`src/rtl/plru_replacement_engine.sv`:
```
// Sequential tree-PLRU replacement engine: per-set PLRU state behind a valid/ready request/response port.
// Optional PLRU_STATS_EN adds 32-bit hit/alloc/query counters (stat_hits, stat_allocs, stat_queries).
module plru_replacement_engine #(
  parameter int N_WAY  = 16,
  parameter int N_SETS = 64,
  localparam int WAY_W = $clog2(N_WAY),
  localparam int SET_W = $clog2(N_SETS)
) (
  input  logic             clk,
  input  logic             rst_n,
  input  logic             req_valid,
  output logic             req_ready,
  input  logic [1:0]       req_op,
  input  logic [SET_W-1:0] req_set,
  input  logic [WAY_W-1:0] req_way,
  output logic             rsp_valid,
  input  logic             rsp_ready,
  output logic [WAY_W-1:0] rsp_way,
  output logic [1:0]       rsp_op
`ifdef PLRU_STATS_EN
  ,
  output logic [31:0]      stat_hits,
  output logic [31:0]      stat_allocs,
  output logic [31:0]      stat_queries
`endif
);

  localparam int TREE_W = N_WAY - 1;

  localparam logic [1:0] S_IDLE   = 2'd0;
  localparam logic [1:0] S_READ   = 2'd1;
  localparam logic [1:0] S_UPDATE = 2'd2;
  localparam logic [1:0] S_RESP   = 2'd3;

  localparam logic [1:0] OP_HIT   = 2'd0;
  localparam logic [1:0] OP_ALLOC = 2'd1;
  localparam logic [1:0] OP_QUERY = 2'd2;
  localparam logic [1:0] OP_CLEAR = 2'd3;

  if (N_WAY < 2 || (N_WAY & (N_WAY - 1)) != 0) begin : g_bad_way
    $fatal(1, "plru_replacement_engine: N_WAY must be a power of 2 and at least 2");
  end
  if (N_SETS < 1 || (N_SETS & (N_SETS - 1)) != 0) begin : g_bad_sets
    $fatal(1, "plru_replacement_engine: N_SETS must be a power of 2");
  end

  // Victim walk: follow the complement of each node bit from the root, MSB of the way first.
  function automatic logic [WAY_W-1:0] f_victim(input logic [TREE_W-1:0] t);
    logic [WAY_W-1:0] v;
    int               n;
    v = '0;
    n = 0;
    for (int i = WAY_W - 1; i >= 0; i--) begin
      v[i] = ~t[n[WAY_W-1:0]];
      n    = 2 * n + (v[i] ? 2 : 1);
    end
    return v;
  endfunction

  function automatic logic [TREE_W-1:0] f_touch(input logic [TREE_W-1:0] t,
                                                input logic [WAY_W-1:0]  w);
    logic [TREE_W-1:0] r;
    int                n;
    r = t;
    n = 0;
    for (int i = WAY_W - 1; i >= 0; i--) begin
      r[n[WAY_W-1:0]] = w[i];
      n               = 2 * n + (w[i] ? 2 : 1);
    end
    return r;
  endfunction

  logic [TREE_W-1:0] r_plru [N_SETS];
  logic [1:0]        r_state;
  logic [1:0]        r_op;
  logic [SET_W-1:0]  r_set;
  logic [WAY_W-1:0]  r_way;
  logic [TREE_W-1:0] r_vec;
  logic [WAY_W-1:0]  r_rsp_way;
  logic [1:0]        r_rsp_op;

  logic [WAY_W-1:0]  w_victim;
  logic [TREE_W-1:0] w_upd_hit;
  logic [TREE_W-1:0] w_upd_alloc;
  logic              w_rsp_fire;

  assign w_victim    = f_victim(r_vec);
  assign w_upd_hit   = f_touch(r_vec, r_way);
  assign w_upd_alloc = f_touch(r_vec, w_victim);
  assign w_rsp_fire  = (r_state == S_RESP) && rsp_ready;

  assign req_ready = (r_state == S_IDLE);
  assign rsp_valid = (r_state == S_RESP);
  assign rsp_way   = r_rsp_way;
  assign rsp_op    = r_rsp_op;

  // One request in flight: READ captures the set vector, UPDATE writes it back, so no forwarding is needed.
  always_ff @(posedge clk) begin
    if (!rst_n) begin
      r_state   <= S_IDLE;
      r_op      <= '0;
      r_set     <= '0;
      r_way     <= '0;
      r_vec     <= '0;
      r_rsp_way <= '0;
      r_rsp_op  <= '0;
      for (int s = 0; s < N_SETS; s++) begin
        r_plru[s] <= '0;
      end
    end else begin
      case (r_state)
        S_IDLE: begin
          if (req_valid) begin
            r_op    <= req_op;
            r_set   <= req_set;
            r_way   <= req_way;
            r_state <= S_READ;
          end
        end
        S_READ: begin
          r_vec   <= r_plru[r_set];
          r_state <= S_UPDATE;
        end
        S_UPDATE: begin
          case (r_op)
            OP_HIT: begin
              r_plru[r_set] <= w_upd_hit;
              r_rsp_way     <= r_way;
            end
            OP_ALLOC: begin
              r_plru[r_set] <= w_upd_alloc;
              r_rsp_way     <= w_victim;
            end
            OP_QUERY: begin
              r_rsp_way <= w_victim;
            end
            default: begin
              r_plru[r_set] <= '0;
              r_rsp_way     <= '0;
            end
          endcase
          r_rsp_op <= r_op;
          r_state  <= S_RESP;
        end
        default: begin
          if (rsp_ready) begin
            r_state <= S_IDLE;
          end
        end
      endcase
    end
  end

`ifdef PLRU_STATS_EN
  logic [31:0] r_stat_hits;
  logic [31:0] r_stat_allocs;
  logic [31:0] r_stat_queries;

  always_ff @(posedge clk) begin
    if (!rst_n) begin
      r_stat_hits    <= '0;
      r_stat_allocs  <= '0;
      r_stat_queries <= '0;
    end else if (w_rsp_fire) begin
      case (r_rsp_op)
        OP_HIT:   r_stat_hits    <= r_stat_hits + 32'd1;
        OP_ALLOC: r_stat_allocs  <= r_stat_allocs + 32'd1;
        OP_QUERY: r_stat_queries <= r_stat_queries + 32'd1;
        default:  ;
      endcase
    end
  end

  assign stat_hits    = r_stat_hits;
  assign stat_allocs  = r_stat_allocs;
  assign stat_queries = r_stat_queries;
`else
  logic w_unused;
  assign w_unused = w_rsp_fire;
`endif

endmodule

```
`config.mk`:
```
export PLATFORM = sky130hd
export DESIGN_NAME = plru_replacement_engine
export DESIGN_NICKNAME = d
export VERILOG_FILES = /design/src/rtl/plru_replacement_engine.sv
export SDC_FILE = /design/constraint.sdc
export NUM_CORES = 1
export LEC_CHECK = 0
export ABC_AREA = 1
export CORE_MARGIN = 10
export CORE_UTILIZATION = 25
export CTS_CLUSTER_SIZE = 14
export DETAILED_ROUTE_END_ITERATION = 12
export PLACE_DENSITY_LB_ADDON = 0.12
export SLEW_MARGIN = 10
export SYNTH_ARGS = -nofsm -noshare
export SYNTH_HDL_FRONTEND = slang
export SYNTH_SLANG_ARGS = --single-unit
export TNS_END_PERCENT = 50
```
`constraint.sdc`:
```
create_clock -name clk -period 3.05 [get_ports clk]
set_clock_uncertainty 0.1 [all_clocks]
set_input_delay 0.7625 -clock clk [delete_from_list [all_inputs] [get_ports clk]]
set_output_delay 0.7625 -clock clk [all_outputs]
set_load 0.01 [all_outputs]
```
==> out/metrics.csv <==
metric,value,unit
avgSynthCellArea,11.1,sq um
via_count,32000,
area_growth,30.3,%
syn_inst,3931,
power_density,819,nW/um^2
timing.fmax,0.309,GHz
grt_max_degree,81,
io_pins,24,
clock_path_buffers,3,
regArea,29500,sq um
multi_input_area,13200,sq um
yosysUniqueCellTypes,44,
end_kind,register,
dp_hpwl,112000,um
p_sw_share,36.3,%
yosysWarnings,0,
vias_per_cell,4.72,
synth_top_area_cell,edfxtp_1,
period_share,106,%
path_clk_slew,0.06,ns
ir_drop,0.484,mV
path_buf_inv,5,
report.final.slew_viol_count,0,
hold_buffers,0,
antenna_left,0,
tightest_slew,0.800,ns
timing.final.ws_setup,-0.183,ns
yosysSeqAreaShare,67.9,%
grt_pass1_wl,248000,um
core_region_area,173000,sq um
synthArstFlopShare,0,%
startpoint_type,register,
yosys-top-cells-area,"edfxtp_1, nor2_1, nand2_1, a22oi_1, a221oi_1",
p_leak,20.0,nW
yosys_register_bits,995,
root_buffer,clkbuf_16,
clkPwrFrac,29.9,%
cap_violations,0,
synth_nets,3968,
cts.htree.levels,3,
synth_edf_count,960,
rows,153,
cp_max_fo,8,
pwr-share-seq,34.0,%
arrival,3.61,ns
fin_crit,3.23,ns
worstSetupPathType,register to register,
status,"complete, but fails checks",
dieHeight,437,um
fillers,17600,
nNetsFinal,4385,
pwr-share-comb,36.1,%
start_util,25.1,%
drive_above_1_share,23.4,%
fp.dieW,437,um
holdWs,0.371,ns
initialDrtViolationCount,2632,
synth_top_area_share,66.2,%
p_sw,16.9,mW
clkLatencyLatePin,0.75,ns
port_buffers,23,
cp.required,3.42,ns
internal-power,29.6,mW
finalCoreUtilization,32.7,%
cts_buffers,115,
failed_checks,setup timing,
cts_tree,yes,
hold_violations,0,
drc,0,
wl_per_cell,26.3,um
slew_headroom,46.0,%
tns,-75.35,ns
clock_sinks,995,
final-setup-viol-count,763,
total_power,46.5,mW
wirelength,178000,um
path_delay_family,simple AND/OR/NAND/NOR gates,
synth_area,43500,sq um
antenna_found_initial,2,
grt_usage,17.8,%
slowest_stage,dfxtp_2,
grt_pass1_vias,31500,
ys.flop_type,edfxtp_1,
rsz0062_at_grt,yes,
finalWeightedCongestion,0.819,
crit_chain,buf_12 -> clkinv_8 -> nand2_4 -> o21ai_2 -> nand2_2 -> nand2_2 -> nand2_4 -> nand2_4 -> inv_4 -> ha_4 -> ha_4 -> xnor2_4 -> nor2_2 -> o21ai_2 -> nor2_2 -> a21oi_4 -> buf_6 -> nand3b_1 -> nand2_2 -> nand2_4 -> nand2_8 -> clkbuf_16 -> nor2_4,
dieArea,191000,sq um
hold_path.class,register to register,
cpPeakStageDelay,0.33,ns
crit_top_cell,nand2_4,
dr.pass1.iters,6,
grt_overflow,0,
-- synth_stat cells, types with 8 or more instances --
library cell	instances
a21oi_1	63
a221oi_1	96
a22o_1	31
a22oi_1	134
and3_1	11
buf_1	22
buf_2	25
buf_6	55
clkbuf_1	188
dfxtp_1	35
edfxtp_1	960
ha_1	21
inv_1	122
nand2_1	801
nand2_2	11
nand3_1	63
nand3_4	9
nand4_1	100
nor2_1	950
nor2_2	85
nor3_1	12
o211ai_1	8
o21ai_0	60
o311ai_0	11
-- state kept, by name, indices dropped and copies added (netlist names) --
| register | flops |
|---|---|
| r_vec | 15 |
| r_set | 6 |
| rsp_op | 2 |
| rsp_way | 4 |
| r_state | 2 |
| r_way | 4 |
| r_op | 2 |
| r_plru | 960 |
-- cells by family after synthesis --
kind of cell / after synthesis / share of synthesized area, %
DFF: 995 / 67.9
and+or+nand+nor: 2051 / 19.5
adders and majority gates: 21 / 0.604
AOI/OAI and AO/OA: 442 / 7.34
xor gates and xnor gates: 2 / 0.0403
buffers and inverters: 420 / 4.66
-- cell type report --
cell class | count | share of cell area [%]
clock inverters | 71 | 1.13
diodes | 1 | 0.00441
multi-input cells | 2517 | 23.4
well taps | 2325 | 5.13
repair buffers | 591 | 12.0
clock buffers | 145 | 5.38
inverters | 128 | 0.931
flip-flops and latches | 995 | 52.1
-- timing repair --
item                                    CTS  global route
cloned                                   23            12
resized for setup                       110           282
endpoints found under the setup margin  837           989
pin swaps                                18            22
setup buffers                            43            12
-- worst register-to-register path: stages (launching register included) --
cell	delay, ns
dfxtp_2	0.33
buf_12	0.14
clkinv_8	0.06
nand2_4	0.05
o21ai_2	0.14
nand2_2	0.07
nand2_2	0.09
nand2_4	0.06
nand2_4	0.07
inv_4	0.05
ha_4	0.16
ha_4	0.17
xnor2_4	0.23
nor2_2	0.07
o21ai_2	0.06
nor2_2	0.07
a21oi_4	0.15
buf_6	0.12
nand3b_1	0.09
nand2_2	0.10
nand2_4	0.10
nand2_8	0.21
clkbuf_16	0.27
nor2_4	0.05
-- path summary, 6_finish.rpt --
kind	endpoint	cells after the start	start	slack, ns
worst max-delay path	r_plru[16][13]$_SDFFCE_PN0P_	23	r_vec[0]$_SDFFE_PN0N_	-0.18
worst min-delay path	rsp_way[0]$_SDFFE_PN0N_	2	rsp_way[0]$_SDFFE_PN0N_	0.37
worst max register to register	r_plru[16][13]$_SDFFCE_PN0P_	23	r_vec[0]$_SDFFE_PN0N_	-0.18
worst min register to register	rsp_way[0]$_SDFFE_PN0N_	2	rsp_way[0]$_SDFFE_PN0N_	0.37
-- layout by cell type, fill, tap and decap left out, types with 60 or more instances in the layout --
cell type / instances
inv_1: 113
nor2_1: 812
a22oi_1: 134
a221oi_1: 96
nor2_4: 120
buf_4: 393
nor2_2: 103
edfxtp_1: 960
nand4_1: 100
buf_12: 122
a21oi_1: 60
clkbuf_16: 125
nand2_1: 784
-- layer usage --
layer / GRT usage (%) / wire length (um) / vias up
met1: 25.2 / 82800 / 16500
met3: 1.92 / 8020 / 161
met2: 29.3 / 83500 / 777
met5: 0 / 0 / -
li1: - / - / 14600
met4: 3.66 / 3790 / 0
-- power groups by stage --
stage | Sequential [mW] | Combinational (mW) | Clock, mW
after detailed placement | 16.1 | 12.9 | 0
after global routing | 15.9 | 17.6 | 14.7
after global placement | 16.1 | 12.9 | 0
after floorplan | 16.0 | 6.26 | 0
final | 15.8 | 16.8 | 13.9
after CTS | 15.8 | 15.6 | 14.2
-- metrics by stage --
stage          setup WS [ns]  instances  instance area (sq um)
6_report              -0.183       6773                  56700
5_1_grt               -0.309       6773                  56700
4_1_cts               -0.142       6756                  55400
3_5_place_dp          -0.294       6475                  50200
3_3_place_gp          -0.335       6475                  50200
2_1_floorplan        0.00978       3931                  43600
No activity file was read; power rests on OpenSTA's default activity.
